## config.mk

```make
export PLATFORM = sky130hd
export DESIGN_NAME = hazard_unit
export DESIGN_NICKNAME = d
export VERILOG_FILES = /design/src/rtl/hazard_unit.sv
export SDC_FILE = /design/constraint.sdc
export NUM_CORES = 1
export LEC_CHECK = 0
export BUFFER_PORTS_ARGS = -buffer_cell sky130_fd_sc_hd__buf_2
export CAP_MARGIN = 20
export CORE_ASPECT_RATIO = 0.9
export CORE_UTILIZATION = 30
export CTS_CLUSTER_DIAMETER = 100
export DETAILED_ROUTE_END_ITERATION = 6
export GPL_TIMING_DRIVEN = 0
export SYNTH_ARGS = -nofsm -noshare
export SYNTH_HDL_FRONTEND = slang
export SYNTH_SLANG_ARGS = --single-unit
```

## constraint.sdc

```tcl
create_clock -name clk -period 5.4 [get_ports clk]
set_input_delay 0.27 -clock clk [delete_from_list [all_inputs] [get_ports clk]]
set_output_delay 0.27 -clock clk [all_outputs]
set_load 0.01 [all_outputs]
```

## src/rtl/hazard_unit.sv

```systemverilog
// Pipeline hazard control: Execute operand forwarding, load-use stalls, PC-write drain, stall counter.
// Forwarding and stall/flush outputs are combinational in the same cycle; the drain holds Fetch until W resolves.
module hazard_unit #(
  parameter int ADDR_W       = 4,
  parameter int DRAIN_CYCLES = 3,
  parameter int CNT_W        = 16
) (
  input  logic              clk,
  input  logic              rst,
  input  logic [ADDR_W-1:0] RA1D,
  input  logic [ADDR_W-1:0] RA2D,
  input  logic [ADDR_W-1:0] RA1E,
  input  logic [ADDR_W-1:0] RA2E,
  input  logic [ADDR_W-1:0] WA3E,
  input  logic [ADDR_W-1:0] WA3M,
  input  logic [ADDR_W-1:0] WA3W,
  input  logic              MemtoRegE,
  input  logic              RegWriteM,
  input  logic              RegWriteW,
  input  logic              PCSrcD,
  input  logic              PCSrcW,
  output logic [1:0]        ForwardAE,
  output logic [1:0]        ForwardBE,
  output logic              StallF,
  output logic              StallD,
  output logic              FlushD,
  output logic              FlushE,
  output logic              Draining,
  output logic [CNT_W-1:0]  StallCount
);

  localparam int                DCNT_W    = $clog2(DRAIN_CYCLES + 1);
  localparam logic [ADDR_W-1:0] PC_REG    = ADDR_W'(15);
  localparam logic [DCNT_W-1:0] DCNT_LAST = DCNT_W'(DRAIN_CYCLES);
  localparam logic [DCNT_W-1:0] DCNT_ONE  = DCNT_W'(1);

  typedef enum logic {
    ST_RUN   = 1'b0,
    ST_DRAIN = 1'b1
  } state_t;

  state_t             state_q, state_d;
  logic [DCNT_W-1:0]  dcnt_q, dcnt_d;
  logic [CNT_W-1:0]   stall_cnt_q, stall_cnt_d;
  logic               ldstall;

  // R15 is the PC: its value never comes from a later pipeline stage.
  function automatic logic [1:0] fwd_sel(
    input logic [ADDR_W-1:0] ra,
    input logic              wr_m,
    input logic [ADDR_W-1:0] wa_m,
    input logic              wr_w,
    input logic [ADDR_W-1:0] wa_w
  );
    logic [1:0] sel;
    sel = 2'b00;
    if (ra != PC_REG) begin
      if (wr_m && (wa_m == ra)) begin
        sel = 2'b10;
      end else if (wr_w && (wa_w == ra)) begin
        sel = 2'b01;
      end
    end
    return sel;
  endfunction

  assign ldstall = MemtoRegE && ((WA3E == RA1D) || (WA3E == RA2D));

  always_comb begin
    ForwardAE = 2'b00;
    ForwardBE = 2'b00;
    if (!rst) begin
      ForwardAE = fwd_sel(RA1E, RegWriteM, WA3M, RegWriteW, WA3W);
      ForwardBE = fwd_sel(RA2E, RegWriteM, WA3M, RegWriteW, WA3W);
    end
  end

  always_comb begin
    state_d = state_q;
    dcnt_d  = dcnt_q;
    StallF  = 1'b0;
    StallD  = 1'b0;
    FlushD  = 1'b0;
    FlushE  = 1'b0;
    if (rst) begin
      FlushD  = 1'b1;
      FlushE  = 1'b1;
      state_d = ST_RUN;
      dcnt_d  = '0;
    end else begin
      case (state_q)
        ST_RUN: begin
          // A stalled load-use consumer re-presents PCSrcD next cycle, so it wins.
          if (ldstall) begin
            StallF = 1'b1;
            StallD = 1'b1;
            FlushE = 1'b1;
          end else if (PCSrcD) begin
            StallF  = 1'b1;
            FlushD  = 1'b1;
            state_d = ST_DRAIN;
            dcnt_d  = DCNT_ONE;
          end
        end
        ST_DRAIN: begin
          if (dcnt_q < DCNT_LAST) begin
            StallF = 1'b1;
            FlushD = 1'b1;
            dcnt_d = dcnt_q + DCNT_ONE;
          end else begin
            // Resolution: the held fall-through survives only on a not-taken PC write.
            FlushD  = PCSrcW;
            state_d = ST_RUN;
            dcnt_d  = '0;
          end
        end
        default: begin
          state_d = ST_RUN;
          dcnt_d  = '0;
        end
      endcase
    end
  end

  always_comb begin
    stall_cnt_d = stall_cnt_q;
    if (StallF && (stall_cnt_q != {CNT_W{1'b1}})) begin
      stall_cnt_d = stall_cnt_q + CNT_W'(1);
    end
  end

  assign Draining   = (state_q == ST_DRAIN) && !rst;
  assign StallCount = stall_cnt_q;

  always_ff @(posedge clk) begin
    if (rst) begin
      state_q     <= ST_RUN;
      dcnt_q      <= '0;
      stall_cnt_q <= '0;
    end else begin
      state_q     <= state_d;
      dcnt_q      <= dcnt_d;
      stall_cnt_q <= stall_cnt_d;
    end
  end

endmodule

```

# Yosys cells after proc, flatten, opt, wreduce, memory -nomap -nowiden
# Index checks and enable logic that the tools add are counted.
dict set report totals {
  elab_cells 54
  output_inout_bits 25
  in_bits 35
  ff_bits 19
}
dict set report classes {
  add_sub_neg 2
  reduce_logical 10
  n_eq_ne 11
  mux 26
  magnitude_cmp 1
  n_bitwise 1
}
# operator n
set op_table {}
lappend op_table {{4-bit == test} 6}
lappend op_table {{2-bit two-way mux} 9}
lappend op_table {{16-bit by 1-bit adder with 16-bit output, second input constant} 1}
lappend op_table {{16-bit inequality test, second input constant} 1}
lappend op_table {{1-bit two-way mux} 13}
lappend op_table {{4-bit inequality test, second input constant} 2}
lappend op_table {{1-bit logical AND} 7}
lappend op_table {{1-bit one-hot mux with 2 select lines} 3}
lappend op_table {{2-bit inequality test, second input constant} 2}
lappend op_table {{2-bit one-hot mux with 2 select lines} 1}
lappend op_table {{2-bit by 1-bit adder with 2-bit output, second input constant} 1}
lappend op_table {{2-bit < comparator, second input constant} 1}
lappend op_table {{2-bit AND reduction} 1}
lappend op_table {{1-bit logical NOT} 1}
lappend op_table {{1-bit logical OR} 1}
lappend op_table {{1-bit inverter} 1}

# Logic depth before layout (Yosys ltp)
dict set report logic_depth {
  depth_word 7
  mapped_depth 7
  mapped_depth_nobuf 7
}

# Least setup slack after synthesis
# OpenSTA, ideal clock, no wires.
dict set report synth_timing {
  path_type {register to register}
  start {reg stall_cnt_q[0] (netlist: StallCount[0])}
  end {reg stall_cnt_q[10] (netlist: StallCount[10])}
  arrival_time_ns 1.841
  slack_ns 3.438
  period_less_slack_ns 1.962
  setup_ns 0.121
  required_ns 5.279
  stages_incl_launch_ff 8
  cell_sequence {dfxtp_1 -> ha_1 -> nand4_1 -> nor4_4 -> or2_2 -> a211oi_4 -> and3_4 -> mux2_4}
}
dict set report synth_between {
  elab_chain_cells 2
  elab_cells_between_ends 3
  cone_classes {1 x add/sub; 1 x eq/ne; 1 x reduce/logical}
}
# item line
set synth_lines {}
lappend synth_lines {{start, declared} 44} ;# logic [CNT_W-1:0] stall_cnt_q, stall_cnt_d;
lappend synth_lines {{start signal, assigned} 143} ;# stall_cnt_q <= stall_cnt_d;
lappend synth_lines {{parallel branches: the longest is 2 deep, another holds 16-bit by 1-bit adder with 16-bit output} --}
# Parallel ways; which one is timed is not known.
# A chain may end at the register's enable or synchronous reset.

# Final worst setup path
# Same ends and word-level chain as after synthesis.

==> flow_metrics.env <==
export IMPL_status="complete, no violations"
export IMPL_nFillCells=462
export IMPL_ioPinCount=60
export IMPL_rr_endpoint="StallCount[10]$_SDFFE_PP0P_"
export IMPL_ys_flop_type="dfxtp_1"
export IMPL_end_kind="flip-flop"
export IMPL_cts_setup_buffers=0
export IMPL_routed_wl_um=3284
export IMPL_crit_path_max_fanout=7
export IMPL_routed_via_density=4.690
export IMPL_routabilityCongestion=0.7333
export IMPL_yosysTopAreaCellShare_pct=27.24
export IMPL_synth_seq_cells=19
export IMPL_vias=1318
export IMPL_cp_required_ps=5550
export IMPL_grt_overflow_total=0
export IMPL_cts_tree="built"
export IMPL_drtIter0Drc=25
export IMPL_slew_headroom_pct=62.09
export IMPL_ff2ff_path_depth=7
export IMPL_drive_above_1_share_pct=40.64
export IMPL_antenna_found_initial=0
export IMPL_clock_skew_ps=1.380
export IMPL_cts_root_buf="clkbuf_8"
export IMPL_synth_edf_count=0
export IMPL_clock_sinks=19
export IMPL_wire_per_inst_um=11.69
export IMPL_synth_nets=193
export IMPL_synth_common_cells="xor2_1 (20), dfxtp_1 (19), nor2_1 (17)"
export IMPL_crit_slowest_cell="dfxtp_1"
export IMPL_setup_viol=0
export IMPL_layout_nets=257
export IMPL_fp_dieH_um=66.73
export IMPL_cts_buffers=3
export IMPL_rsz0062_at_grt="no"
export IMPL_post_dp_hpwl_um=2599
export IMPL_cellPowerDensity_nw_per_um2=173.9
export IMPL_initial_utilization_pct=31.30
export IMPL_synth_seq_area_share_pct=27.24
export IMPL_synth_area_top_cells="dfxtp_1 (27%), xor2_1 (13%), xnor2_1 (5.0%)"
export IMPL_fmax_ghz=0.4810
export IMPL_p_total_uw=315.8
export IMPL_cts_resized=0
export IMPL_htree_levels=1
export IMPL_whs_path_depth=3
export IMPL_die_w_um=73.92
export IMPL_coreArea_um2=4461
export IMPL_finalCriticalPeriod_ps=2079
export IMPL_clk_pin_slew_ps=70
export IMPL_min_path_type="in -> reg"
export IMPL_slew_viol_final=0
export IMPL_power_leakage_uw=0.0008274
export IMPL_synth_most_common_cell="xor2_1"
export IMPL_critPathMaxStageDelay_ps=350
export IMPL_synth_cells=156
export IMPL_ant_nets=0
export IMPL_async_reset_ff_share_pct=0
export IMPL_setup_tns_final_ps=0
export IMPL_r2r_start="StallCount[0]$_SDFFE_PP0P_"
export IMPL_synth_cell_area_um2=1396
export IMPL_cts_hold_buffers=0
export IMPL_synth_cell_type_count=42
export IMPL_syn_avg_cell_area_um2=8.951
export IMPL_startpoint_type="flip-flop"
export IMPL_drt_pass1_iterations=4
export IMPL_grtUsageTotal_pct=13.92
export IMPL_post_route_period_util_pct=38.50
export IMPL_worst_setup_path_type="reg -> reg"
export IMPL_diodes=0
export IMPL_port_buffers=59
export IMPL_rrSetupSlack_ps=3320
export IMPL_worst_slew_pin_slew_ps=568.0
export IMPL_hold_start="PCSrcD"
export IMPL_path_cells="ha_1 > nand4_1 > nor4_4 > or2_2 > a211oi_4 > and3_4 > mux2_4"
export IMPL_hold_viol=0
export IMPL_maxCapViolCount=0
export IMPL_num_rows=23
export IMPL_min_to="state_q$_SDFF_PP0_"
export IMPL_crit_arrival_ps=2230
export IMPL_cts_buffer_depth=2
export IMPL_grt_pass1_vias=1185
export IMPL_worstSetupStartpoint="StallCount[0]$_SDFFE_PP0P_"
export IMPL_yosys_warnings=0
export IMPL_syn_to_final_growth_pct=30.02
export IMPL_drc=0
export IMPL_grt_pass1_wl_um=5244
export IMPL_dieArea_um2=4932
export IMPL_yosysTopAreaCell="dfxtp_1"
export IMPL_peakVddDrop_uv=150.6
export IMPL_grt_max_degree=12
export IMPL_clock_latency_ps=260
==> critical path, delay by kind of cell, from the launching register on <==
family / cells / cell delay, ps
muxes: 1 / 280
adders and majority gates: 1 / 250
AOI/OAI and AO/OA: 1 / 320
and+or+nand+nor: 4 / 770
DFF: 1 / 350
==> cells by family after synthesis <==
family	synth area share, %
multiplexers	5.735
adder cells (fa/ha/maj)	1.792
flip-flops	27.24
XOR/XNOR	17.56
buffers and inverters	3.315
AO/OA/AOI/OAI	15.05
AND/OR/NAND/NOR	29.30
==> worst max-delay path by stage <==
stage               depth (start not counted)  slack (ps)                          end
finish                                      7        3320  StallCount[10]$_SDFFE_PP0P_
global route                                7        3200  StallCount[10]$_SDFFE_PP0P_
CTS                                         7        3300  StallCount[10]$_SDFFE_PP0P_
detailed placement                          7        3310  StallCount[10]$_SDFFE_PP0P_
global placement                            7        3310  StallCount[10]$_SDFFE_PP0P_
floorplan                                   7        3440  StallCount[10]$_SDFFE_PP0P_
==> power breakdown <==
group          switching (uW)  internal [uW]
registers                3.00            144
logic                    37.1           31.7
clock network            49.0           51.4
total                    89.1            227
==> flip-flops by register name, indices dropped and copies added (netlist names) <==
register,count
state_q,1
dcnt_q,2
StallCount,16
==> metrics by stage <==
stage,hold slack (ps),utilization [%],setup WS (ps),cells,area [um^2]
CTS,337.4,40.70,3295,281,1815
detailed placement,478.3,39.66,3311,277,1769
global route,368.2,40.70,3200,281,1815
global placement,462.7,39.66,3312,277,1769
floorplan,443.1,-,3438,156,1396
finish,337.8,40.70,3321,281,1815
==> final cells by class <==
cell class | count | area [um^2] | share of cell area (%)
Timing Repair Buffer | 59 | 295.3 | 16.26
Tap cell | 62 | 77.57 | 4.273
Buffer | 5 | 35.03 | 1.930
Sequential cell | 19 | 380.4 | 20.95
Clock inverter | 1 | 5.005 | 0.2757
Clock buffer | 3 | 41.29 | 2.274
Multi-Input combinational cell | 129 | 969.7 | 53.41
Inverter | 3 | 11.26 | 0.6203
==> routing by layer <==
| layer | global-route usage (%) | part of all wire, % | vias up |
|---|---|---|---|
| li1 | - | - | 674 |
| met1 | 16.82 | 48 | 589 |
| met2 | 24.32 | 44 | 50 |
| met3 | 3.026 | 6.4 | 5 |
| met4 | 4.327 | 1.1 | 0 |
| met5 | 0 | 0 | - |
==> layout by cell type, fill, tap and decap left out, types with 2 or more instances in the layout <==
cell type  instances
inv_1              3
a41o_1             2
o21ai_0            2
nor4_2             2
nand4_1            4
xor2_1            20
nand2b_1           6
clkbuf_1           2
nor2b_1            4
buf_6              2
buf_2             60
a211oi_2           3
nor3_1             4
ha_1               2
clkbuf_8           3
and3_1             3
a21o_2             2
a211oi_1           2
mux2i_1            5
xnor2_1            8
nor4_1             2
nor2_1            17
a21oi_1            5
o21bai_1           2
dfxtp_1           19
mux2_4             2
nand2_1            5
nand3_1           12
(Power assumes the default switching activity.)
